File: src/rtl/dbg_pkg.sv
// Shared opcodes, FSM encoding and frame layout for the debug command path.
package dbg_pkg;

    localparam int FRAME_W = 9;

    localparam logic [2:0] OP_NOP       = 3'b000;
    localparam logic [2:0] OP_DEBUG_ON  = 3'b001;
    localparam logic [2:0] OP_DEBUG_OFF = 3'b010;
    localparam logic [2:0] OP_SELECT    = 3'b011;
    localparam logic [2:0] OP_READ      = 3'b100;
    localparam logic [2:0] OP_WRITE     = 3'b101;
    localparam logic [2:0] OP_CLR_FLAGS = 3'b110;
    localparam logic [2:0] OP_RSVD      = 3'b111;

    localparam logic [2:0]         RSP_READ  = 3'b100;
    localparam logic [FRAME_W-1:0] NAK_FRAME = 9'b111_000000;

    typedef logic [1:0] state_t;
    localparam state_t IDLE    = 2'd0;
    localparam state_t RD_WAIT = 2'd1;
    localparam state_t SEND    = 2'd2;

    typedef struct packed {
        logic [2:0] op;
        logic [5:0] payload;
    } frame_t;

endpackage

File: src/rtl/dbg_tx_timer.sv
// Purpose: saturating wait counter that flags when a response has waited LIMIT cycles.
// Latency: expire is combinational on the LIMIT-th enabled cycle after load.
// Backpressure: none; counting pauses while en is low.
module dbg_tx_timer #(
    parameter int LIMIT = 255,
    parameter int CNT_W = 10
) (
    input  logic clk,
    input  logic rst,
    input  logic load,
    input  logic en,
    output logic expire
);

    localparam logic [CNT_W-1:0] LAST = CNT_W'(LIMIT - 1);

    logic [CNT_W-1:0] cnt;

    // The count would reach LIMIT on this enabled cycle.
    assign expire = en && (cnt >= LAST);

    always_ff @(posedge clk or negedge rst) begin
        if (!rst) begin
            cnt <= '0;
        end else if (load) begin
            cnt <= '0;
        end else if (en && !expire) begin
            cnt <= cnt + 1'b1;
        end
    end

endmodule

File: src/rtl/debug_cmd_sequencer.sv
// Purpose: decodes debug command frames, drives debug/register bank, returns responses.
// Latency: READ response tx_valid 2+READ_LAT cycles after frame_valid; others 1 cycle.
// Backpressure: holds tx_frame until tx_ready or TX_TIMEOUT; frames while busy set overrun.
module debug_cmd_sequencer
    import dbg_pkg::*;
#(
    parameter int ADDR_W     = 3,
    parameter int DATA_W     = 4,
    parameter int READ_LAT   = 1,
    parameter int TX_TIMEOUT = 255
) (
    input  logic               clk,
    input  logic               rst,
    input  logic               frame_valid,
    input  logic [8:0]         frame,
    input  logic [DATA_W-1:0]  rd_data,
    input  logic               tx_ready,
    output logic               debug,
    output logic [ADDR_W-1:0]  reg_addr,
    output logic               rd_en,
    output logic               wr_en,
    output logic [DATA_W-1:0]  wr_data,
    output logic               tx_valid,
    output logic [8:0]         tx_frame,
    output logic               busy,
    output logic               overrun,
    output logic               timeout
);

    state_t               state;
    frame_t               cmd;
    logic [2:0]           rd_cnt;
    logic                 hs;
    logic                 tmr_expire;
    logic [FRAME_W-1:0]   rsp_frame;

    assign cmd  = frame_t'(frame);
    assign hs   = tx_valid && tx_ready;
    assign busy = (state != IDLE);

    always_comb begin
        rsp_frame                      = '0;
        rsp_frame[DATA_W-1:0]          = rd_data;
        rsp_frame[FRAME_W-1 -: 3]      = RSP_READ;
    end

    // Timer is held clear outside SEND so every response starts a fresh window.
    dbg_tx_timer #(
        .LIMIT (TX_TIMEOUT),
        .CNT_W (10)
    ) u_tx_timer (
        .clk    (clk),
        .rst    (rst),
        .load   (state != SEND),
        .en     ((state == SEND) && !hs),
        .expire (tmr_expire)
    );

    always_ff @(posedge clk or negedge rst) begin
        if (!rst) begin
            state    <= IDLE;
            debug    <= 1'b0;
            reg_addr <= '0;
            rd_en    <= 1'b0;
            wr_en    <= 1'b0;
            wr_data  <= '0;
            tx_valid <= 1'b0;
            tx_frame <= '0;
            overrun  <= 1'b0;
            timeout  <= 1'b0;
            rd_cnt   <= '0;
        end else begin
            rd_en <= 1'b0;
            wr_en <= 1'b0;
            if (frame_valid && (state != IDLE)) begin
                overrun <= 1'b1;
            end
            case (state)
                IDLE: begin
                    if (frame_valid) begin
                        case (cmd.op)
                            OP_DEBUG_ON:  debug    <= 1'b1;
                            OP_DEBUG_OFF: debug    <= 1'b0;
                            OP_SELECT:    reg_addr <= cmd.payload[ADDR_W-1:0];
                            OP_READ: begin
                                rd_en  <= 1'b1;
                                rd_cnt <= '0;
                                state  <= RD_WAIT;
                            end
                            OP_WRITE: begin
                                wr_en   <= 1'b1;
                                wr_data <= cmd.payload[DATA_W-1:0];
                            end
                            OP_CLR_FLAGS: begin
                                overrun <= 1'b0;
                                timeout <= 1'b0;
                            end
                            OP_RSVD: begin
                                tx_frame <= NAK_FRAME;
                                tx_valid <= 1'b1;
                                state    <= SEND;
                            end
                            default: ;
                        endcase
                    end
                end
                RD_WAIT: begin
                    // rd_cnt is 0 in the rd_en cycle, so data is taken READ_LAT cycles later.
                    if (rd_cnt == 3'(READ_LAT)) begin
                        tx_frame <= rsp_frame;
                        tx_valid <= 1'b1;
                        state    <= SEND;
                    end else begin
                        rd_cnt <= rd_cnt + 1'b1;
                    end
                end
                SEND: begin
                    if (hs) begin
                        tx_valid <= 1'b0;
                        state    <= IDLE;
                    end else if (tmr_expire) begin
                        tx_valid <= 1'b0;
                        timeout  <= 1'b1;
                        state    <= IDLE;
                    end
                end
                default: state <= IDLE;
            endcase
        end
    end

endmodule

File: config.mk
export PLATFORM = sky130hd
export DESIGN_NAME = debug_cmd_sequencer
export DESIGN_NICKNAME = d
export VERILOG_FILES = /design/src/rtl/dbg_pkg.sv /design/src/rtl/dbg_tx_timer.sv /design/src/rtl/debug_cmd_sequencer.sv
export SDC_FILE = /design/constraint.sdc
export NUM_CORES = 1
export LEC_CHECK = 0
export BUFFER_PORTS_ARGS = -buffer_cell sky130_fd_sc_hd__buf_2
export CAP_MARGIN = 20
export CORE_AREA = 2 2 59 61
export DETAILED_ROUTE_END_ITERATION = 10
export DIE_AREA = 0 0 61 63
export PLACE_DENSITY = 0.87
export SLEW_MARGIN = 0
export SYNTH_ARGS = -nofsm -noshare
export SYNTH_HDL_FRONTEND = slang
export SYNTH_SLANG_ARGS = --single-unit
File: constraint.sdc
create_clock -name clk -period 2.1 [get_ports clk]
set_input_delay 0.105 -clock clk [delete_from_list [all_inputs] [get_ports clk]]
set_output_delay 0.105 -clock clk [all_outputs]
set_load 0.01 [all_outputs]
* After elaboration in Yosys (flattened, before gate mapping)
Cells that the tools add are included.
** Storage, ports and cells
- Register bits after elaboration :: 37
- Input port bits :: 17
- Output and inout port bits :: 23
- Word-level logic and storage cells :: 96
** Cells by class
- $add $sub $neg :: 2
- Order comparisons :: 1
- Eq/ne operators :: 21
- Multiplexer cells :: 38
- Reduce and logical (&&, ||, !) cells :: 22
** Operators by type and width (number)
- 9-bit two-way mux :: 3
- 10-bit two-way mux :: 2
- 1-bit two-way mux :: 19
- 9-bit one-hot mux with 2 select lines :: 1
- 3-bit equality test (second input constant) :: 4
- 4-bit AND reduction :: 3
- 10-bit by 1-bit adder with 10-bit output (second input constant) :: 1
- 10-bit by 8-bit >= comparator with 1-bit output (second input constant) :: 1
- 2-bit != test (second input constant) :: 5
- 5-bit AND reduction :: 2
- 2-bit nonzero test :: 5
- 3-bit two-way mux :: 3
- 3-bit AND reduction :: 3
- 2-bit two-way mux :: 4
- 2-bit by 1-bit != test with 1-bit output (second input constant) :: 4
- 3-bit by 1-bit equality test with 1-bit output (second input constant) :: 2
- 3-bit by 2-bit equality test with 1-bit output (second input constant) :: 2
- 2-bit one-hot mux with 3 select lines :: 1
- 3-bit one-hot mux with 2 select lines :: 1
- 1-bit logical AND :: 5
- 1-bit one-hot mux with 2 select lines :: 2
- 2-bit one-hot mux with 2 select lines :: 1
- 3-bit by 1-bit adder with 3-bit output (second input constant) :: 1
- 3-bit by 1-bit != test with 1-bit output (second input constant) :: 1
- other kinds (7) :: 8

* Longest topological paths before layout
- Depth in word-level cells :: 8
- Depth in mapped cells :: 6

* Cells and area by module
Synthesis repeated with hierarchy kept, for this count alone.
** Second synthesis, totals
- Cells, all modules :: 146
- Area total of the unflattened synthesis :: 1659.1 µm²
** Modules (own cells, without submodules)
- debug_cmd_sequencer :: times used 1, cells each 89, area each 1087.3 µm², sequential area each 600.6 µm²
- dbg_tx_timer :: times used 1, cells each 57, area each 571.8 µm², sequential area each 250.2 µm²

* Worst setup path after synthesis
Ideal clock, no wire load.
- Kind :: flip-flop to flip-flop
- Start :: register u_tx_timer.cnt[0]
- End :: register u_tx_timer.cnt[6]
- Setup time :: 0.077 ns
- Arrival time :: 1.557 ns
- Slack :: 0.466 ns
- Cell stages (with the launch flop) :: 7
- Buffers on the path :: 0
- Cells stage by stage :: dfrtp_1 -> inv_1 -> ha_1 -> o211ai_1 -> o21ai_1 -> or4_1 -> a21oi_1
** Between the ends
- Longest elaborated chain between the ends :: 5
** Ends and longest elaborated chain
- from (decl) :: RTL line dbg_tx_timer.sv:17 : logic [CNT_W-1:0] cnt;
- from (signal assigned) :: RTL line dbg_tx_timer.sv:28 : cnt <= cnt + 1'b1;
- 10-bit by 8-bit >= comparator with 1-bit output :: RTL line dbg_tx_timer.sv:20 : assign expire = en && (cnt >= LAST);
- 1-bit logical AND :: RTL line dbg_tx_timer.sv:20
- 1-bit logical NOT :: RTL line dbg_tx_timer.sv:27 : end else if (en && !expire) begin
- 1-bit logical AND :: RTL line dbg_tx_timer.sv:27
- 2-bit nonzero test (no line)
Parallel ways exist; a longest one is shown, timed or not. The select of a mux whose other input is x is not followed.
A chain may end at the register's enable or synchronous reset.

* Worst setup path after layout
- Start :: register u_tx_timer.cnt[0]
- End :: register u_tx_timer.cnt[5]
Same word-level chain as after synthesis.

==> results summary <==
The flow ran to the end, and the final reports show no timing, DRC or antenna violations. The area of the placeable core came out at between 3000 and 4000 um^2. The data required time at the worst endpoint is 2.37 ns. The number of nets in the finished design is 210. In this run the power spent charging and discharging nets is ~0.80 mW. The antenna violation net count after detailed routing came out at 0.

In this run the count of I/O pins placed on the die edge is 40. The final critical-path required period is 1.81 ns. The DRC violation count after routing is 0. Across the VDD grid, the largest voltage drop is between 600 and 700 uV. Summed over all nets, the half-perimeter wirelength after detailed placement is approximately 2400 um. The reg-to-reg critical path endpoint is u_tx_timer.cnt[5]. The power per unit of standard cell area is 1110 nW/um^2.

STA classifies the critical path endpoint as a register. Buffers added to address setup during post-CTS repair amount to 0. The worst hold path belongs to the class in -> reg.

The combinational cell fraction of total power came out at 0.354. The maximum clock path buffer count is 2. The number of iterations in the first detailed-routing pass came out at 4. The clock transition time at the flip-flop clock pins of the worst setup and hold paths is 0.11 ns. The proportion of synthesized chip area in sequential cells came out at 0.535. The detailed router placed 1260 vias in this run. The switching part of the total came out at 0.375. STA puts the critical path data arrival time at 2.09 ns.

Setup violations remaining at the end of the flow were counted as 0. The number of buffers added on ports is 35. The horizontal extent of the die is ~61 um.

The per-cell via count in the routed design is 5.34. Dividing the detail-routed wire length by the instance count gives 13.8 um. The total number of clock tree sinks came out at 34.

The setup path with the least slack is of type reg -> reg. For this run, the top clock speed supported by timing is 552 MHz. The share of total power dissipated in sequential elements is 0.466.

The CTS buffer count came out at 5. The clock reaches the later pin of the worst-skew pair after 0.34 ns. The synthesized area is about 1600 um^2. The first-pass GRT wire length came out at 5500 um.

For this configuration, the core starts out at a cell density of 0.492. The cell at the root of the clock tree is sky130_fd_sc_hd__clkbuf_4. The number of global-route vias before repair is 1144. Measured in cells, the most critical reg-to-reg path has a length of 6. The worst register-to-register path begins at u_tx_timer.cnt[0].

The max-slew violation count was 0. TritonCTS built the clock tree. The cell count after synthesis is about 140. The period utilization is 0.863. Along the worst hold path, the cell count comes to 2. The actual transition at the worst max-transition pin is 0.738 ns.

Leaving out fill and tap cells, the most frequent cells in the layout are 35 x sky130_fd_sc_hd__buf_2, 34 x sky130_fd_sc_hd__dfrtp_1, 12 x sky130_fd_sc_hd__nand2_1, 9 x sky130_fd_sc_hd__a21oi_1. Once the clock tree was built, the resizer swapped 0 gates to a different size. The depth of the CTS H-tree is 2. The final worst hold slack came out at 0.0145 ns. After layout, the design draws a total of 2.14 mW.

The congestion estimate from routability-driven global placement came to 0.896. The cell leakage power is ~0.91 nW. The vertical die dimension came out at 63 um. The number of hold-slack violations in the final timing report came out at 0. The clock network fraction of design power is 0.180. The startpoint identified for the worst hold timing path is frame[0]. For this run, the number of Yosys warnings is 0.

The remaining max-slew budget at the tightest pin came out at 0.508. The initial DRC count came out at 68. The count of maximum capacitance violations is 0. The total detailed-routing wirelength is around 3300 um. For hold timing, the worst endpoint is wr_data[0]. Setup repair after global routing left no endpoint under its margin. The fraction of synthesis flops using an asynchronous set or reset pin is 1.00. The pin count of the biggest net entering global routing came out at 35. The initial antenna violation count came out at 0.

The worst clock skew came out at 0.0103 ns. The antenna diode instance count came out at 0. The floorplan row count is 21. The quantity of hold-fixing buffers added after cts came out at 5. The number of fillers in the final layout is 278. The global router's overall resource usage came out at 0.191. The number of flops mapped to enable cells by yosys is 0. The distinct cell type count after synthesis is 41. The layout overhead on the synthesized area came out at 21.4%. The setup slack on the worst flop-to-flop path is between 0.2 and 0.3 ns. The final total negative setup slack came out at 0 ns. The most used flip-flop cell after synthesis is sky130_fd_sc_hd__dfrtp_1.

Along the worst path, the maximum fanout reaches 7. The total of flip-flops plus latches after synthesis came out at 34. The share of cells above drive strength 1 came out at 0.295. The sum of overflow across all layers after global routing came out at 0.

The area of the die came out at 3840 um^2. Leaving out fill and tap cells, the most frequent cell in the layout is sky130_fd_sc_hd__buf_2. The category of the worst setup path launch point is a register. The cell-internal power is 1.34 mW.

The synthesized area per cell came out at ~11 um^2.
[critical path: stages, from the launching register on]
cell                       delay [ns]
sky130_fd_sc_hd__dfrtp_1         0.44
sky130_fd_sc_hd__inv_1           0.06
sky130_fd_sc_hd__ha_1            0.19
sky130_fd_sc_hd__o211ai_1        0.19
sky130_fd_sc_hd__o21ai_1         0.21
sky130_fd_sc_hd__or4_1           0.51
sky130_fd_sc_hd__a21oi_1         0.15
[flip-flops by register name, summed over array words and instances (netlist names), 2 cells and up]
name,flops
tx_frame,6
state,2
reg_addr,3
rd_cnt,3
u_tx_timer.cnt,10
wr_data,4
[cell usage after synthesis, drive strengths merged, types with 3 or more instances]
cell	n	area, um^2
nor2	8	37.5
mux2i	4	40.0
o21ai	7	35.0
ha	4	50.1
o211ai	3	22.5
nand2b	3	18.8
nand3	3	15.0
nand2	13	51.3
a22o	7	61.3
nor3	3	15.0
inv	5	18.8
dfrtp	34	851
buf	4	33.8
nand4	3	18.8
mux2	7	78.8
a21oi	9	45.0
[routing by layer]
metal / part of all wire / GRT usage
met1: 0.46 / 0.273
met2: 0.47 / 0.277
met3: 0.052 / 0.0559
met4: 0.019 / 0.0652
met5: 0 / 0
[layout make-up]
cell class	count	area, um^2	area share
Sequential cell	34	851	0.441
Multi-Input combinational cell	100	686	0.355
Timing Repair Buffer	43	253	0.131
Tap cell	46	57.6	0.0298
Clock buffer	6	51.3	0.0266
Inverter	5	18.8	0.00973
Clock inverter	2	12.5	0.00649
[worst max path at each step]
stage / startpoint / end / slack [ns]
2_1_floorplan: u_tx_timer.cnt[0] / u_tx_timer.cnt[6] / 0.47
3_3_place_gp: u_tx_timer.cnt[0] / u_tx_timer.cnt[6] / 0.36
3_5_place_dp: u_tx_timer.cnt[0] / u_tx_timer.cnt[6] / 0.34
4_1_cts: u_tx_timer.cnt[0] / u_tx_timer.cnt[6] / 0.31
5_1_grt: u_tx_timer.cnt[0] / u_tx_timer.cnt[6] / 0.19
6_report: u_tx_timer.cnt[0] / u_tx_timer.cnt[5] / 0.29
[cell families (layout without fill, tap and decap cells)]
kind of cell             after synthesis  after routing  synth area share
buffers and inverters                 10             56            0.0354
adder cells (fa/ha/maj)                4              4            0.0315
other                                  1              2           0.00236
flip-flops                            34             34             0.535
AO/OA/AOI/OAI                         34             34             0.140
AND/OR/NAND/NOR                       49             49             0.180
multiplexers                          11             11            0.0748
[per-stage QoR]
stage / instance area (um^2) / setup WS [ns] / utilization / std cells
floorplan: 1590 / 0.466 / - / 144
global route: 1930 / 0.188 / 0.597 / 236
CTS: 1910 / 0.310 / 0.591 / 234
global placement: 1800 / 0.360 / 0.556 / 221
finish: 1930 / 0.288 / 0.597 / 236
detailed placement: 1800 / 0.336 / 0.556 / 221
[power groups by stage]
stage | clock, mW | sequential, mW | combinational (mW)
3_5_place_dp | 0 | 1.01 | 0.756
4_1_cts | 0.399 | 0.998 | 0.763
5_1_grt | 0.427 | 1.03 | 0.844
3_3_place_gp | 0 | 0.997 | 0.730
2_1_floorplan | 0 | 1.03 | 0.465
6_report | 0.386 | 1.00 | 0.759
Power figures use the tool's default switching activity.
